### src/rtl/alu_pkg.sv
// Shared widths and ALU operation codes for the operand-fetch/issue stage and the ALU.
package alu_pkg;

  localparam int DEF_DATA_W = 32;
  localparam int DEF_ADDR_W = 5;
  localparam int DEF_OP_W   = 5;

  localparam logic [DEF_OP_W-1:0] ALUOP_SUB = 5'b00000;
  localparam logic [DEF_OP_W-1:0] ALUOP_ADD = 5'b00001;
  localparam logic [DEF_OP_W-1:0] ALUOP_MUL = 5'b00010;
  localparam logic [DEF_OP_W-1:0] ALUOP_OR  = 5'b00011;

endpackage

### src/rtl/regfile_core.sv
// Register file storage: two asynchronous read ports, one synchronous write port.
// x0 is hardwired to zero.
module regfile_core
  import alu_pkg::*;
#(
  parameter int DATA_W = DEF_DATA_W,
  parameter int ADDR_W = DEF_ADDR_W
) (
  input  logic              clk,
  input  logic              rstn,
  input  logic [ADDR_W-1:0] ra1,
  input  logic [ADDR_W-1:0] ra2,
  output logic [DATA_W-1:0] rd1,
  output logic [DATA_W-1:0] rd2,
  input  logic              we,
  input  logic [ADDR_W-1:0] wa,
  input  logic [DATA_W-1:0] wd
);

  localparam int NREG = 1 << ADDR_W;

  logic [DATA_W-1:0] regs [NREG];

  always_ff @(posedge clk or negedge rstn) begin
    if (!rstn) begin
      for (int i = 0; i < NREG; i++) regs[i] <= '0;
    end else if (we && wa != '0) begin
      regs[wa] <= wd;
    end
  end

  assign rd1 = (ra1 == '0) ? '0 : regs[ra1];
  assign rd2 = (ra2 == '0) ? '0 : regs[ra2];

endmodule

### src/rtl/regfile_issue.sv
// Operand-fetch/issue stage: register file, pending-write scoreboard, write-back bypass
// and a registered valid/ready output slot feeding the ALU.
module regfile_issue
  import alu_pkg::*;
#(
  parameter int DATA_W = DEF_DATA_W,
  parameter int ADDR_W = DEF_ADDR_W,
  parameter int OP_W   = DEF_OP_W
) (
  input  logic              clk,
  input  logic              rstn,
  input  logic              in_valid,
  output logic              in_ready,
  input  logic [ADDR_W-1:0] in_rs1,
  input  logic [ADDR_W-1:0] in_rs2,
  input  logic [ADDR_W-1:0] in_rd,
  input  logic [OP_W-1:0]   in_aluop,
  input  logic              wb_en,
  input  logic [ADDR_W-1:0] wb_addr,
  input  logic [DATA_W-1:0] wb_data,
  output logic              out_valid,
  input  logic              out_ready,
  output logic [DATA_W-1:0] out_a,
  output logic [DATA_W-1:0] out_b,
  output logic [OP_W-1:0]   out_aluop,
  output logic [ADDR_W-1:0] out_rd
);

  localparam int NREG = 1 << ADDR_W;

  // Handshake: a transfer happens on a rising edge where valid && ready are both high;
  // in_ready never depends on in_valid, and out_* stay frozen while out_valid && !out_ready.

  logic [DATA_W-1:0] rf_a, rf_b, src_a, src_b;
  logic [NREG-1:0]   pending, pending_nxt;
  logic              wb_hit, haz, accept;

  regfile_core #(.DATA_W(DATA_W), .ADDR_W(ADDR_W)) u_core (
    .clk  (clk),
    .rstn (rstn),
    .ra1  (in_rs1),
    .ra2  (in_rs2),
    .rd1  (rf_a),
    .rd2  (rf_b),
    .we   (wb_en),
    .wa   (wb_addr),
    .wd   (wb_data)
  );

  assign wb_hit = wb_en && (wb_addr != '0);

  // Write-through: a result landing this cycle is visible to the op reading it.
  assign src_a = (wb_hit && wb_addr == in_rs1) ? wb_data : rf_a;
  assign src_b = (wb_hit && wb_addr == in_rs2) ? wb_data : rf_b;

  assign haz = (pending[in_rs1] && !(wb_en && wb_addr == in_rs1)) ||
               (pending[in_rs2] && !(wb_en && wb_addr == in_rs2));

  assign in_ready = (!out_valid || out_ready) && !haz;
  assign accept   = in_valid && in_ready;

  // Clear before set so a same-cycle wb and accept on one rd leaves the new op pending.
  always_comb begin
    pending_nxt = pending;
    if (wb_hit) pending_nxt[wb_addr] = 1'b0;
    if (accept && in_rd != '0) pending_nxt[in_rd] = 1'b1;
  end

  always_ff @(posedge clk or negedge rstn) begin
    if (!rstn) pending <= '0;
    else       pending <= pending_nxt;
  end

  always_ff @(posedge clk or negedge rstn) begin
    if (!rstn) begin
      out_valid <= 1'b0;
      out_a     <= '0;
      out_b     <= '0;
      out_aluop <= '0;
      out_rd    <= '0;
    end else if (accept) begin
      out_valid <= 1'b1;
      out_a     <= src_a;
      out_b     <= src_b;
      out_aluop <= in_aluop;
      out_rd    <= in_rd;
    end else if (out_ready) begin
      out_valid <= 1'b0;
    end
  end

endmodule

### config.mk
export PLATFORM = sky130hd
export DESIGN_NAME = regfile_issue
export DESIGN_NICKNAME = d
export VERILOG_FILES = /design/src/rtl/alu_pkg.sv /design/src/rtl/regfile_core.sv /design/src/rtl/regfile_issue.sv
export SDC_FILE = /design/constraint.sdc
export NUM_CORES = 2
export LEC_CHECK = 0
export CELL_PAD_IN_SITES_DETAIL_PLACEMENT = 1
export CELL_PAD_IN_SITES_GLOBAL_PLACEMENT = 1
export CORE_ASPECT_RATIO = 0.7
export CORE_MARGIN = 2
export CORE_UTILIZATION = 53
export DETAILED_ROUTE_END_ITERATION = 10
export PLACE_DENSITY = 0.86
export SYNTH_ARGS = -nofsm -noshare
export SYNTH_HDL_FRONTEND = slang
export SYNTH_SLANG_ARGS = --single-unit
### constraint.sdc
create_clock -name clk -period 5.05 [get_ports clk]
set_clock_uncertainty 0.05 [all_clocks]
set_input_delay 1.515 -clock clk [delete_from_list [all_inputs] [get_ports clk]]
set_output_delay 1.515 -clock clk [all_outputs]
set_load 0.02 [all_outputs]
==> results by group <==
Synthesis
  – EDFF count, synth: 0
  – Synth Flop Type: dfrtp_1
  – Netlist cell types: 44
  – Post-Syn Instances: 4229
  – Yosys warns: 0
  – Multiplexer share of the synthesized area: 0.3994
  – Mapped cell area: 59040 sq um
  – Main combinational cell family by area after synthesis: multiplexers
  – Share of flip-flops with an asynchronous set or reset: 1.000
  – Syn_nets: 4291
  – Synth Area in Compound Gates: 0.06436
  – Mean Syn Cell Area: 13.96 sq um
  – Post-synthesis sequential area ratio: 0.4794
  – Xor/xnor cell area share of the yosys netlist: 0.001483
  – Post-synthesis simple-gate area fraction: 0.02183
  – Post-Synth Adder-Cell Area: 0
  – Seq cells post-synth: 1131

Clocking
  – CTS tree: built
  – H-Tree Depth: 3
  – Root buf cell: clkbuf_16
  – Latest clock arrival within the worst-skew pair: 0.75 ns
  – Num CTS Buffers: 111
  – CTS sink cnt: 1131
  – Reg clk slew, reported paths: 0.06 ns
  – Hold-fix buffers at CTS: 0
  – Clock Path Buffers: 3

Timing
  – Final min period: 4.985 ns
  – Unrepaired setup endpoints after global routing: false
  – Slew HR: 0.07077
  – Final Hold Vio Count: 0
  – Fin crit share: 0.9871
  – Worst slew pin tran: 1.389 ns
  – Fmax: 200.6 MHz
  – Max-slew violations: 0
  – Final setup violation count: 0

Place
  – Routability cong.: 0.8567
  – DP Area: 62820 sq um
  – Placed insts: 5551
  – PortBufs: 137
  – Hpwl dp: 121500 um

Critical path
  – Worst path arrival time: 3.42 ns
  – Nature of the critical path startpoint: input port
  – Crit. End Element: output port
  – Worst setup path class: input port to output port
  – Crit path max fanout: 3
  – Worst path required time: 3.49 ns

Floorplan
  – Die ar.: 114100 sq um
  – Initial core utilization: 0.5342
  – FP Rows: 102
  – Core area: 110500 sq um
  – Chip height: 283.2 um
  – IO Count: 138
  – Die width: 402.9 um

Route
  – Final ANT Viol Nets: 0
  – Via count: 42154
  – Post-Route WL: 212300 um
  – Routed wire length per instance: 37.02 um
  – Initial DRC Count: 4915
  – Residual DRC: 0
  – First-pass DRT Iterations: 5
  – Post-DR vias/cell: 7.349

Power
  – Leak pwr: 29.02 nW
  – PwrDens: 409.1 nW/um^2
  – Total power: 27.15 mW
  – Worst VDD drop: 0.0003001 V

Flow run
  – Max_cap viols: 0

Global route
  – Initial antenna violation count: 1
  – Gr ovfl total: 0
  – Largest net degree at the start of global routing: 142
  – First-pass GRT wire length: 315900 um
  – All-Layer GR Usage: 0.3699
  – Vias in the first global route: 45972

Run status
  – Status: finished clean

Final layout
  – P&R area growth vs syn: 12.41%
  – Post-Layout Cell Count: 5736
  – Final Instance Area: 66370 sq um
  – Commonest non-fill, non-tap cell in the layout: mux2_2
  – Fin nets: 4271
  – Commonest cells after routing, fill and taps aside: 1309 x mux2_2, 1131 x dfrtp_1, 271 x mux4_2
  – Share of cells above drive strength 1: 0.4711

Min path
  – Hold WC Path Type: register to register
-- worst paths after layout --
check	end	slack (ns)	cells after the start	startpoint
max	in_ready	0.07	7	in_rs2[3]
min	u_core.regs[1021]$_DFFE_PN0P_	0.35	0	u_core.regs[1021]$_DFFE_PN0P_
max reg2reg	out_a[0]$_DFFE_PN0P_	1.87	8	pending[4]$_DFF_PN0_
min reg2reg	u_core.regs[1021]$_DFFE_PN0P_	0.35	0	u_core.regs[1021]$_DFFE_PN0P_
max in group asynchronous	u_core.regs[48]$_DFFE_PN0P_	3.06	3	rstn
min in group asynchronous	out_aluop[0]$_DFFE_PN0P_	0.66	1	rstn
-- critical path, cell delays in order --
cell and delay (ns):
clkdlybuf4s50_1 0.58, mux4_2 0.35, and3b_1 0.21, nor3_1 0.23
o41ai_2 0.11, a31oi_2 0.23, buf_4 0.19
-- routing by layer --
metal	routed length, um	track usage
met5	18	0
met2	97000	0.5660
met3	21460	0.1039
met4	10640	0.1658
met1	83210	0.4932
-- per-stage QoR --
step	TNS (ns)	hold WS [ns]	utilization	setup WS (ns)
after detailed placement	-0.8349	0.3336	0.5684	-0.7685
after CTS	0	0.3475	0.6004	0.01396
final	0	0.3495	0.6005	0.06524
after global routing	0	0.3617	0.6005	0.03262
after floorplan	0	0.3913	-	0.1910
after global placement	-0.7409	0.3272	0.5684	-0.7409
-- flip-flops by register name, summed over array words and instances, names as in the netlist --
signal	cells
out_b	32
pending	32
out_rd	5
out_aluop	5
out_valid	1
out_a	32
u_core.regs	1024
-- cells in the mapped netlist (2+ instances only) --
library cell	n	area, sq um
o22ai_1	193	1207
nor3b_1	5	37.54
xor2_1	4	35.03
and3b_1	2	17.52
nor2b_1	9	56.30
nor4_1	66	412.9
mux2i_1	259	2592
mux2_1	13	146.4
mux4_2	271	6103
a32o_1	95	950.9
mux2_2	1309	14740
nand4_1	5	31.28
clkbuf_1	354	1329
nor2_1	27	101.4
nand2b_1	6	37.54
dfrtp_1	1131	28300
a31oi_1	2	12.51
buf_1	67	251.5
or3_1	3	18.77
o22a_1	64	560.5
and4b_1	5	50.05
inv_1	21	78.83
nand3_1	5	25.02
buf_2	45	225.2
xnor2_1	6	52.55
and3_1	2	12.51
nand3b_1	4	30.03
buf_4	8	60.06
nor3_1	10	50.05
nor4bb_1	4	40.04
a22oi_1	128	960.9
buf_6	3	33.78
and2_1	2	12.51
or2_2	4	25.02
nand2_1	88	330.3
-- final cells by class --
type                       count  area [sq um]
inverter                      21         78.83
tap                         1456          1822
multi-input combinational   2600         29070
timing repair buffer         344          3595
fill                       10033         44150
clock inverter                24         320.3
clock buffer                 159          3178
sequential                  1131         28300
antenna                        1         2.502
-- power by group --
| group | leakage [nW] | internal [mW] | switching, mW | total [mW] |
|---|---|---|---|---|
| combinational | 12.8 | 3.47 | 2.75 | 6.23 |
| sequential | 14.5 | 10.9 | 1.63 | 12.6 |
| clock | 1.72 | 4.60 | 3.77 | 8.37 |
-- timing repair --
item	4_1_cts	5_1_grt
gates resized for setup	14	4
pin swaps	1	3
buffers inserted	1	0
endpoints found under the setup margin	1	1
cloned	0	0
-- cells by family (layout without fill, tap and decap cells) --
group	after synthesis	count (layout)
buffers and inverters	498	548
AND/OR/NAND/NOR	247	247
AO/OA/AOI/OAI	491	491
other	0	1
XOR/XNOR	10	10
multiplexers	1852	1852
flip-flops	1131	1131
Power figures use the tool's default switching activity.
